### src/rtl/dmem_arbiter_if.sv
// Bundle of the two requester ports and the memory-side bus of dmem_arbiter.
// The arbiter uses the slave view; requesters and memory use the master view.
interface dmem_arbiter_if #(
   parameter int ADDR_W = 32,
   parameter int DATA_W = 32
);
   logic              p0_req,   p1_req;
   logic              p0_we,    p1_we;
   logic              p0_lock,  p1_lock;
   logic [ADDR_W-1:0] p0_addr,  p1_addr;
   logic [DATA_W-1:0] p0_wdata, p1_wdata;
   logic              p0_gnt,   p1_gnt;
   logic              p0_rvalid, p1_rvalid;
   logic [DATA_W-1:0] p0_rdata, p1_rdata;
   logic [ADDR_W-1:0] mem_A;
   logic [DATA_W-1:0] mem_WD;
   logic              mem_WE;
   logic [DATA_W-1:0] mem_RD;
   logic              core_stall;

   modport slave (
      input  p0_req, p1_req, p0_we, p1_we, p0_lock, p1_lock,
             p0_addr, p1_addr, p0_wdata, p1_wdata, mem_RD,
      output p0_gnt, p1_gnt, p0_rvalid, p1_rvalid, p0_rdata, p1_rdata,
             mem_A, mem_WD, mem_WE, core_stall
   );

   modport master (
      output p0_req, p1_req, p0_we, p1_we, p0_lock, p1_lock,
             p0_addr, p1_addr, p0_wdata, p1_wdata, mem_RD,
      input  p0_gnt, p1_gnt, p0_rvalid, p1_rvalid, p0_rdata, p1_rdata,
             mem_A, mem_WD, mem_WE, core_stall
   );
endinterface

### src/rtl/dmem_arbiter.sv
// Round-robin arbiter sharing one single-port data memory between the core (port 0)
// and a debug/loader master (port 1), with lock bursts bounded by MAX_BURST.
module dmem_arbiter #(
   parameter int ADDR_W    = 32,
   parameter int DATA_W    = 32,
   parameter int MAX_BURST = 4
) (
   input  logic           clk,
   input  logic           rst,
   dmem_arbiter_if.slave  bus
);
   localparam int            CW   = $clog2(MAX_BURST + 1);
   localparam logic [CW-1:0] MAXB = CW'(MAX_BURST);

   typedef enum logic [1:0] {IDLE, OWN0, OWN1} own_e;

   own_e              owner_q, owner_d;
   logic              last_q, last_d;
   logic [CW-1:0]     burst_q, burst_d;
   logic              rvalid0_q, rvalid0_d, rvalid1_q, rvalid1_d;
   logic [DATA_W-1:0] rdata0_q, rdata0_d, rdata1_q, rdata1_d;

   logic g0, g1, gnt_any, gnt_we, gnt_lock;

   // Owner keeps the port until its burst is spent and the other side is waiting.
   always_comb begin
      g0 = 1'b0;
      g1 = 1'b0;
      if (owner_q == OWN0 && bus.p0_req) begin
         if (burst_q < MAXB || !bus.p1_req) g0 = 1'b1;
         else                                g1 = 1'b1;
      end else if (owner_q == OWN1 && bus.p1_req) begin
         if (burst_q < MAXB || !bus.p0_req) g1 = 1'b1;
         else                                g0 = 1'b1;
      end else if (bus.p0_req && bus.p1_req) begin
         g0 = last_q;
         g1 = !last_q;
      end else begin
         g0 = bus.p0_req;
         g1 = bus.p1_req;
      end
      // Outputs must drop while reset is held, before any clock edge.
      if (!rst) begin
         g0 = 1'b0;
         g1 = 1'b0;
      end
   end

   assign gnt_any  = g0 | g1;
   assign gnt_we   = (g0 & bus.p0_we)   | (g1 & bus.p1_we);
   assign gnt_lock = (g0 & bus.p0_lock) | (g1 & bus.p1_lock);

   assign bus.p0_gnt     = g0;
   assign bus.p1_gnt     = g1;
   assign bus.mem_WE     = gnt_we;
   assign bus.mem_A      = g0 ? bus.p0_addr  : (g1 ? bus.p1_addr  : '0);
   assign bus.mem_WD     = g0 ? bus.p0_wdata : (g1 ? bus.p1_wdata : '0);
   assign bus.core_stall = rst & bus.p0_req & ~g0;
   assign bus.p0_rvalid  = rvalid0_q;
   assign bus.p1_rvalid  = rvalid1_q;
   assign bus.p0_rdata   = rdata0_q;
   assign bus.p1_rdata   = rdata1_q;

   always_comb begin
      last_d  = last_q;
      owner_d = IDLE;
      burst_d = '0;
      if (gnt_any) begin
         last_d = g1;
         if (gnt_lock) begin
            owner_d = g1 ? OWN1 : OWN0;
            if (owner_q == owner_d)
               burst_d = (burst_q == MAXB) ? MAXB : burst_q + 1'b1;
            else
               burst_d = CW'(1);
         end
      end
      rvalid0_d = g0 & ~bus.p0_we;
      rvalid1_d = g1 & ~bus.p1_we;
      rdata0_d  = rvalid0_d ? bus.mem_RD : rdata0_q;
      rdata1_d  = rvalid1_d ? bus.mem_RD : rdata1_q;
   end

   always_ff @(posedge clk or negedge rst) begin
      if (!rst) begin
         owner_q   <= IDLE;
         last_q    <= 1'b1;
         burst_q   <= '0;
         rvalid0_q <= 1'b0;
         rvalid1_q <= 1'b0;
         rdata0_q  <= '0;
         rdata1_q  <= '0;
      end else begin
         owner_q   <= owner_d;
         last_q    <= last_d;
         burst_q   <= burst_d;
         rvalid0_q <= rvalid0_d;
         rvalid1_q <= rvalid1_d;
         rdata0_q  <= rdata0_d;
         rdata1_q  <= rdata1_d;
      end
   end
endmodule

### src/flat_wrapper.sv
// flat-port wrapper written by rule: the top's interface ports become plain ports
module dmem_arbiter_flat 
#(
   parameter int ADDR_W    = 32,
   parameter int DATA_W    = 32,
   parameter int MAX_BURST = 4
)
  (clk, rst, bus_p0_req, bus_p1_req, bus_p0_we, bus_p1_we, bus_p0_lock, bus_p1_lock, bus_p0_addr, bus_p1_addr, bus_p0_wdata, bus_p1_wdata, bus_mem_RD, bus_p0_gnt, bus_p1_gnt, bus_p0_rvalid, bus_p1_rvalid, bus_p0_rdata, bus_p1_rdata, bus_mem_A, bus_mem_WD, bus_mem_WE, bus_core_stall);
  dmem_arbiter_if #(.ADDR_W(ADDR_W), .DATA_W(DATA_W)) bus_i ();
  input  logic clk;
  input  logic rst;
  input wire logic [$bits(bus_i.p0_req)-1:0] bus_p0_req;
  input wire logic [$bits(bus_i.p1_req)-1:0] bus_p1_req;
  input wire logic [$bits(bus_i.p0_we)-1:0] bus_p0_we;
  input wire logic [$bits(bus_i.p1_we)-1:0] bus_p1_we;
  input wire logic [$bits(bus_i.p0_lock)-1:0] bus_p0_lock;
  input wire logic [$bits(bus_i.p1_lock)-1:0] bus_p1_lock;
  input wire logic [$bits(bus_i.p0_addr)-1:0] bus_p0_addr;
  input wire logic [$bits(bus_i.p1_addr)-1:0] bus_p1_addr;
  input wire logic [$bits(bus_i.p0_wdata)-1:0] bus_p0_wdata;
  input wire logic [$bits(bus_i.p1_wdata)-1:0] bus_p1_wdata;
  input wire logic [$bits(bus_i.mem_RD)-1:0] bus_mem_RD;
  output wire logic [$bits(bus_i.p0_gnt)-1:0] bus_p0_gnt;
  output wire logic [$bits(bus_i.p1_gnt)-1:0] bus_p1_gnt;
  output wire logic [$bits(bus_i.p0_rvalid)-1:0] bus_p0_rvalid;
  output wire logic [$bits(bus_i.p1_rvalid)-1:0] bus_p1_rvalid;
  output wire logic [$bits(bus_i.p0_rdata)-1:0] bus_p0_rdata;
  output wire logic [$bits(bus_i.p1_rdata)-1:0] bus_p1_rdata;
  output wire logic [$bits(bus_i.mem_A)-1:0] bus_mem_A;
  output wire logic [$bits(bus_i.mem_WD)-1:0] bus_mem_WD;
  output wire logic [$bits(bus_i.mem_WE)-1:0] bus_mem_WE;
  output wire logic [$bits(bus_i.core_stall)-1:0] bus_core_stall;
  assign bus_i.p0_req = bus_p0_req;
  assign bus_i.p1_req = bus_p1_req;
  assign bus_i.p0_we = bus_p0_we;
  assign bus_i.p1_we = bus_p1_we;
  assign bus_i.p0_lock = bus_p0_lock;
  assign bus_i.p1_lock = bus_p1_lock;
  assign bus_i.p0_addr = bus_p0_addr;
  assign bus_i.p1_addr = bus_p1_addr;
  assign bus_i.p0_wdata = bus_p0_wdata;
  assign bus_i.p1_wdata = bus_p1_wdata;
  assign bus_i.mem_RD = bus_mem_RD;
  assign bus_p0_gnt = bus_i.p0_gnt;
  assign bus_p1_gnt = bus_i.p1_gnt;
  assign bus_p0_rvalid = bus_i.p0_rvalid;
  assign bus_p1_rvalid = bus_i.p1_rvalid;
  assign bus_p0_rdata = bus_i.p0_rdata;
  assign bus_p1_rdata = bus_i.p1_rdata;
  assign bus_mem_A = bus_i.mem_A;
  assign bus_mem_WD = bus_i.mem_WD;
  assign bus_mem_WE = bus_i.mem_WE;
  assign bus_core_stall = bus_i.core_stall;
  dmem_arbiter #(.ADDR_W(ADDR_W), .DATA_W(DATA_W), .MAX_BURST(MAX_BURST)) u_core (.clk(clk), .rst(rst), .bus(bus_i));
endmodule
### config.mk
export PLATFORM = sky130hd
export DESIGN_NAME = dmem_arbiter_flat
export DESIGN_NICKNAME = d
export VERILOG_FILES = /design/src/rtl/dmem_arbiter_if.sv /design/src/rtl/dmem_arbiter.sv /design/src/flat_wrapper.sv
export SDC_FILE = /design/constraint.sdc
export NUM_CORES = 1
export LEC_CHECK = 0
export ABC_AREA = 0
export CAP_MARGIN = 0
export CORE_AREA = 2 2 116 118
export DETAILED_ROUTE_END_ITERATION = 12
export DIE_AREA = 0 0 118 120
export PLACE_DENSITY = 0.73
export SKIP_CTS_REPAIR_TIMING = 1
export SLEW_MARGIN = 25
export SYNTH_ARGS = -nofsm -noshare
export SYNTH_HDL_FRONTEND = slang
export SYNTH_SLANG_ARGS = --single-unit
export TNS_END_PERCENT = 20
### constraint.sdc
create_clock -name clk -period 5.8 [get_ports clk]
set_clock_uncertainty 0.1 [all_clocks]
set_input_delay 1.16 -clock clk [delete_from_list [all_inputs] [get_ports clk]]
set_output_delay 1.16 -clock clk [all_outputs]
set_load 0.03 [all_outputs]
Word-level counts from Yosys, hierarchy flattened
Cells that the tools add are included.
W data, S select, Z words.
{"block": "totals", "ff_bits": 72, "out_inout_bits": 134, "word_cells": 58}
{"block": "op_classes", "add_sub_neg": 1, "order_cmp": 1, "n_eq_ne": 4, "muxes": 23, "bitwise": 14, "n_reduce_logical": 8}
{"op": "$mux W32", "count": 4}
{"op": "$mux W1", "count": 12}
{"op": "$mux W3", "count": 4}
{"op": "$and A1 B1 Y1", "count": 8}
{"op": "$mux W2", "count": 3}
{"op": "$add A3 B1 Y3 const B", "count": 1}
{"op": "$eq A3 B3 Y1 const B", "count": 1}
{"op": "$logic_and A1 B1 Y1", "count": 3}
{"op": "$logic_not A1 Y1", "count": 3}
{"op": "$lt A3 B3 Y1 const B", "count": 1}
{"op": "$not A1 Y1", "count": 3}
{"op": "$or A1 B1 Y1", "count": 3}
{"op": "$eq A2 B1 Y1 const B", "count": 1}
{"op": "$eq A2 B2 Y1", "count": 1}
{"op": "$eq A2 B2 Y1 const B", "count": 1}
{"op": "$logic_or A1 B1 Y1", "count": 2}

Logic depth before layout (Yosys ltp)
{"block": "depth", "ltp_word": 11, "mapped_depth": 8, "mapped_depth_nobuf": 5}

Worst setup path before layout
OpenSTA, ideal clock, no wires.
{"block": "synth_timing", "path_type": "input -> output", "startpoint": "in bus_p1_req", "endpoint": "out bus_mem_A[23]", "t_arrival_ns": 2.655, "setup_slack_ns": 1.885, "stages": 4, "n_path_buf": 1, "path_cell_list": "nor2b_1 a2111oi_4 clkbuf_1 a22o_1"}
{"block": "synth_between", "word_cells_on_any_way": 16, "classes_between": "12 x mux; 4 x reduce/logical"}
{"element": "from (decl)", "line_no": "flat_wrapper.sv:13", "source": "input wire logic [$bits(bus_i.p1_req)-1:0] bus_p1_req;"}
{"element": "$logic_and A1 B1 Y1 or $logic_not A1 Y1 (tied branches)", "line_no": "dmem_arbiter.sv:35, dmem_arbiter.sv:30"}
{"element": "$mux W1 or $logic_or A1 B1 Y1 (tied branches)", "line_no": "dmem_arbiter.sv:35, dmem_arbiter.sv:30"}
{"element": "$mux W1, on equally long branches", "line_no": "dmem_arbiter.sv:32, dmem_arbiter.sv:30"}
{"element": "$mux W1 *", "line_no": "dmem_arbiter.sv:29", "source": "if (owner_q == OWN0 && bus.p0_req) begin"}
{"element": "$mux W1 *", "line_no": "dmem_arbiter.sv:43", "source": "if (!rst) begin"}
{"element": "net bus_p0_gnt", "line_no": "flat_wrapper.sv:23", "source": "output wire logic [$bits(bus_i.p0_gnt)-1:0] bus_p0_gnt;"}
{"element": "$mux W32 *", "line_no": "dmem_arbiter.sv:56", "source": "assign bus.mem_A = g0 ? bus.p0_addr : (g1 ? bus.p1_addr : '0);"}
{"element": "to (decl)", "line_no": "flat_wrapper.sv:29", "source": "output wire logic [$bits(bus_i.mem_A)-1:0] bus_mem_A;"}
The timed path passes the listed nets; every way through them passes the cells marked *.

Final worst setup path
{"block": "layout_timing", "startpoint": "in bus_p0_req", "endpoint": "out bus_mem_WE"}
{"block": "layout_between", "elab_chain_cells": 8, "word_cells_on_any_way": 17, "classes_between": "10 x mux; 3 x bitwise; 4 x reduce/logical"}
{"element": "from (decl)", "line_no": "flat_wrapper.sv:12", "source": "input wire logic [$bits(bus_i.p0_req)-1:0] bus_p0_req;"}
{"element": "$logic_not A1 Y1", "line_no": "dmem_arbiter.sv:33", "source": "if (burst_q < MAXB || !bus.p0_req) g1 = 1'b1;"}
{"element": "$logic_or A1 B1 Y1", "line_no": "dmem_arbiter.sv:33"}
{"element": "$mux W1", "line_no": "dmem_arbiter.sv:33"}
{"element": "$mux W1", "line_no": "dmem_arbiter.sv:32", "source": "end else if (owner_q == OWN1 && bus.p1_req) begin"}
{"element": "$mux W1", "line_no": "dmem_arbiter.sv:29"}
{"element": "$mux W1", "line_no": "dmem_arbiter.sv:43"}
{"element": "$and A1 B1 Y1", "line_no": "dmem_arbiter.sv:50", "source": "assign gnt_we = (g0 & bus.p0_we) | (g1 & bus.p1_we);"}
{"element": "$or A1 B1 Y1 *", "line_no": "dmem_arbiter.sv:50"}
{"element": "to (decl)", "line_no": "flat_wrapper.sv:31", "source": "output wire logic [$bits(bus_i.mem_WE)-1:0] bus_mem_WE;"}
Mark *: on every way between the ends. The rest lies on a longest branch, timed or not.

==> flow_summary.json <==
{
  "outcome": "complete, no violations",
  "clock.fmax_mhz": 198,
  "synthDistinctLibCells": 32,
  "fin_util": 0.541,
  "crit_chain": "clkdlybuf4s50_1, and4b_1, a31oi_1, and2_2, buf_12, a22o_1, clkdlybuf4s50_1",
  "synthTopCellsByCount": "71 x dfrtp_1, 65 x a22o_1, 64 x mux2_1",
  "worstSetupPathType": "primary input to output pin",
  "clk_latency_ns": 0.32,
  "top_usage_layer": "met2",
  "period_share": 0.870,
  "stdcell_count": 737,
  "fin_total_pwr_mw": 2.27,
  "synth_area_leaders": "dfrtp_1 51%, mux2_1 21%, a22o_1 16%",
  "power_density_mw_per_mm2": 324,
  "syn_to_final_growth_pct": 101,
  "grt_pass1_wl_um": 20700,
  "cts.clk_slew.worst_paths_ns": 0.05,
  "gp_congestion": 0.788,
  "grt_start_max_net_pins": 71,
  "r2r_start": "u_core.burst_q[2]$_DFF_PN0_",
  "syn_nets": 433,
  "cts_tree": "done",
  "synthArstFlopShare": 1.00,
  "worstHoldPathType": "flip-flop to flip-flop",
  "grt.total_usage": 0.189,
  "finalWirelength_um": 13700,
  "slowest_delay_ns": 0.73,
  "setup_viol_count_final": 0,
  "cts_made_buffers": 9,
  "nFillCells": 1145,
  "rr_worst_depth": 6,
  "num_antenna_cells": 0,
  "yosysTopAreaCell": "dfrtp_1",
  "worstPathArrival_ns": 3.78,
  "synthMostInstantiatedCell": "dfrtp_1",
  "synth_ff_type": "dfrtp_1",
  "hold_viol": 0,
  "die_height_um": 120,
  "die_x_um": 118,
  "cp.required_ns": 4.54,
  "met3_usage": 0.0509,
  "fin_tns_setup_ns": 0,
  "ys_seq_area_frac": 0.516,
  "synthCells": 263,
  "multi_input_area_sq_mm": 0.00155,
  "netlist_area_sq_mm": 0.00350,
  "fin_nets": 726,
  "antenna_found_initial": 0,
  "avgSynthCellArea_sq_um": 13.3,
  "ir_worst_vdd_uv": 147,
  "rows": 42,
  "rsz0062_at_grt": "false",
  "cts-root-buf": "clkbuf_16",
  "cp_common_cell": "clkdlybuf4s50_1",
  "synth_edf_count": 0,
  "core-area_sq_mm": 0.0130,
  "io_buffers": 301,
  "io_pins": 302,
  "finalMaxSlewViolations": 0,
  "grt_pass1_vias": 3681,
  "critPathSlowestCell": "clkdlybuf4s50_1",
  "min_from": "u_core.bus.p0_rdata[11]$_DFFE_PN0P_",
  "seq_area_sq_mm": 0.00180,
  "ant_nets": 0,
  "worst_slew_pin_slew_ns": 0.813,
  "drt_iter0_drc": 201,
  "yosysTopAreaCellShare": 0.508,
  "maxSlewHeadroom": 0.458,
  "final_area_sq_mm": 0.00702,
  "cellLeakagePower_nw": 2.82,
  "maxCapViolations": 0,
  "cp-end-kind": "output pin",
  "period_minus_slack_ns": 5.04,
  "cts.htree.levels": 3,
  "die_area_sq_mm": 0.0142,
  "first_pass_iters": 4,
  "crit_start": "bus_p0_req",
  "hold_depth": 1,
  "use_met2": 0.342,
  "cts_max_path_buffers": 2,
  "viasPerCell": 4.71,
  "vias": 3472,
  "placed_cell_area_sq_mm": 0.00669,
  "layout-drive-gt1-share": 0.0481,
  "gr-total-overflow": 0,
  "drc": 0,
  "grt_use_met1": 0.216,
  "crit_path_max_fanout": 49,
  "ys_warn_count": 0,
  "dp.cells": 721,
  "cp-start-kind": "primary input",
  "start_util": 0.269,
  "synth_seq_cells": 72,
  "dp_hpwl_um": 11100,
  "cts_sinks": 72,
  "wl_per_cell_um": 18.6
}
==> cell type report <==
class | instances | share of cell area
timing repair buffer | 306 | 0.440
sequential | 72 | 0.257
multi-input combinational | 162 | 0.221
clock buffer | 11 | 0.0360
tap | 176 | 0.0314
clock inverter | 5 | 0.0112
inverter | 5 | 0.00267
==> routing by layer <==
metal	wire length, um	vias up
met4	188	0
met3	1040	14
met1	5330	1688
met5	0	-
li1	-	1597
met2	7180	173
==> placed cells by master (no fill, tap or decap), types with 4 or more instances in the layout <==
cell type	instances
nand2_1	4
a22o_1	65
inv_1	5
mux2_1	64
clkdlybuf4s50_1	300
clkbuf_16	9
dfrtp_1	71
==> worst max-delay path, delay by kind of cell <==
family                 cells  cell delay, ns
buffers and inverters      3            1.51
AND/OR/NAND/NOR            2            0.68
AO/OA/AOI/OAI              2            0.41
==> worst paths after layout <==
| path | endpoint | slack (ns) |
|---|---|---|
| setup / recovery | bus_mem_WE | 0.76 |
| hold / removal | u_core.bus.p0_rdata[11]$_DFFE_PN0P_ | 0.38 |
| setup reg to reg | u_core.bus.p0_rdata[2]$_DFFE_PN0P_ | 2.99 |
| hold reg to reg | u_core.bus.p0_rdata[11]$_DFFE_PN0P_ | 0.38 |
| max in group asynchronous | u_core.bus.p1_rdata[11]$_DFFE_PN0P_ | 3.90 |
| min in group asynchronous | u_core.burst_q[0]$_DFF_PN0_ | 0.61 |
==> kinds of logic after synthesis <==
| family | share of synthesized area |
|---|---|
| compound gates | 0.193 |
| mux | 0.206 |
| fa+ha+maj | 0.00715 |
| simple gates | 0.0329 |
| xor+xnor | 0.00250 |
| buf+inv | 0.0429 |
| flops | 0.516 |
==> state kept, by name (all words and copies together), names as in the netlist <==
signal and count:
u_core.burst_q 3, u_core.last_q 1, u_core.bus.p1_rdata 32, u_core.bus.p0_rvalid 1, u_core.owner_q 2, u_core.bus.p1_rvalid 1, u_core.bus.p0_rdata 32
==> power by group <==
group	switching, mW	internal [mW]	total (mW)
Sequential	0.0587	0.627	0.685
Combinational	0.522	0.468	0.990
Clock	0.197	0.399	0.596
Total	0.778	1.49	2.27
==> stage by stage <==
stage | worst slack [ns] | hold WS, ns
final | 0.756 | 0.381
after global routing | 0.616 | 0.399
after CTS | 0.765 | 0.386
after detailed placement | 0.771 | 0.374
after global placement | 0.829 | 0.367
after floorplan | 1.89 | 0.363
Note: power is estimated with default switching activity, not from simulation.
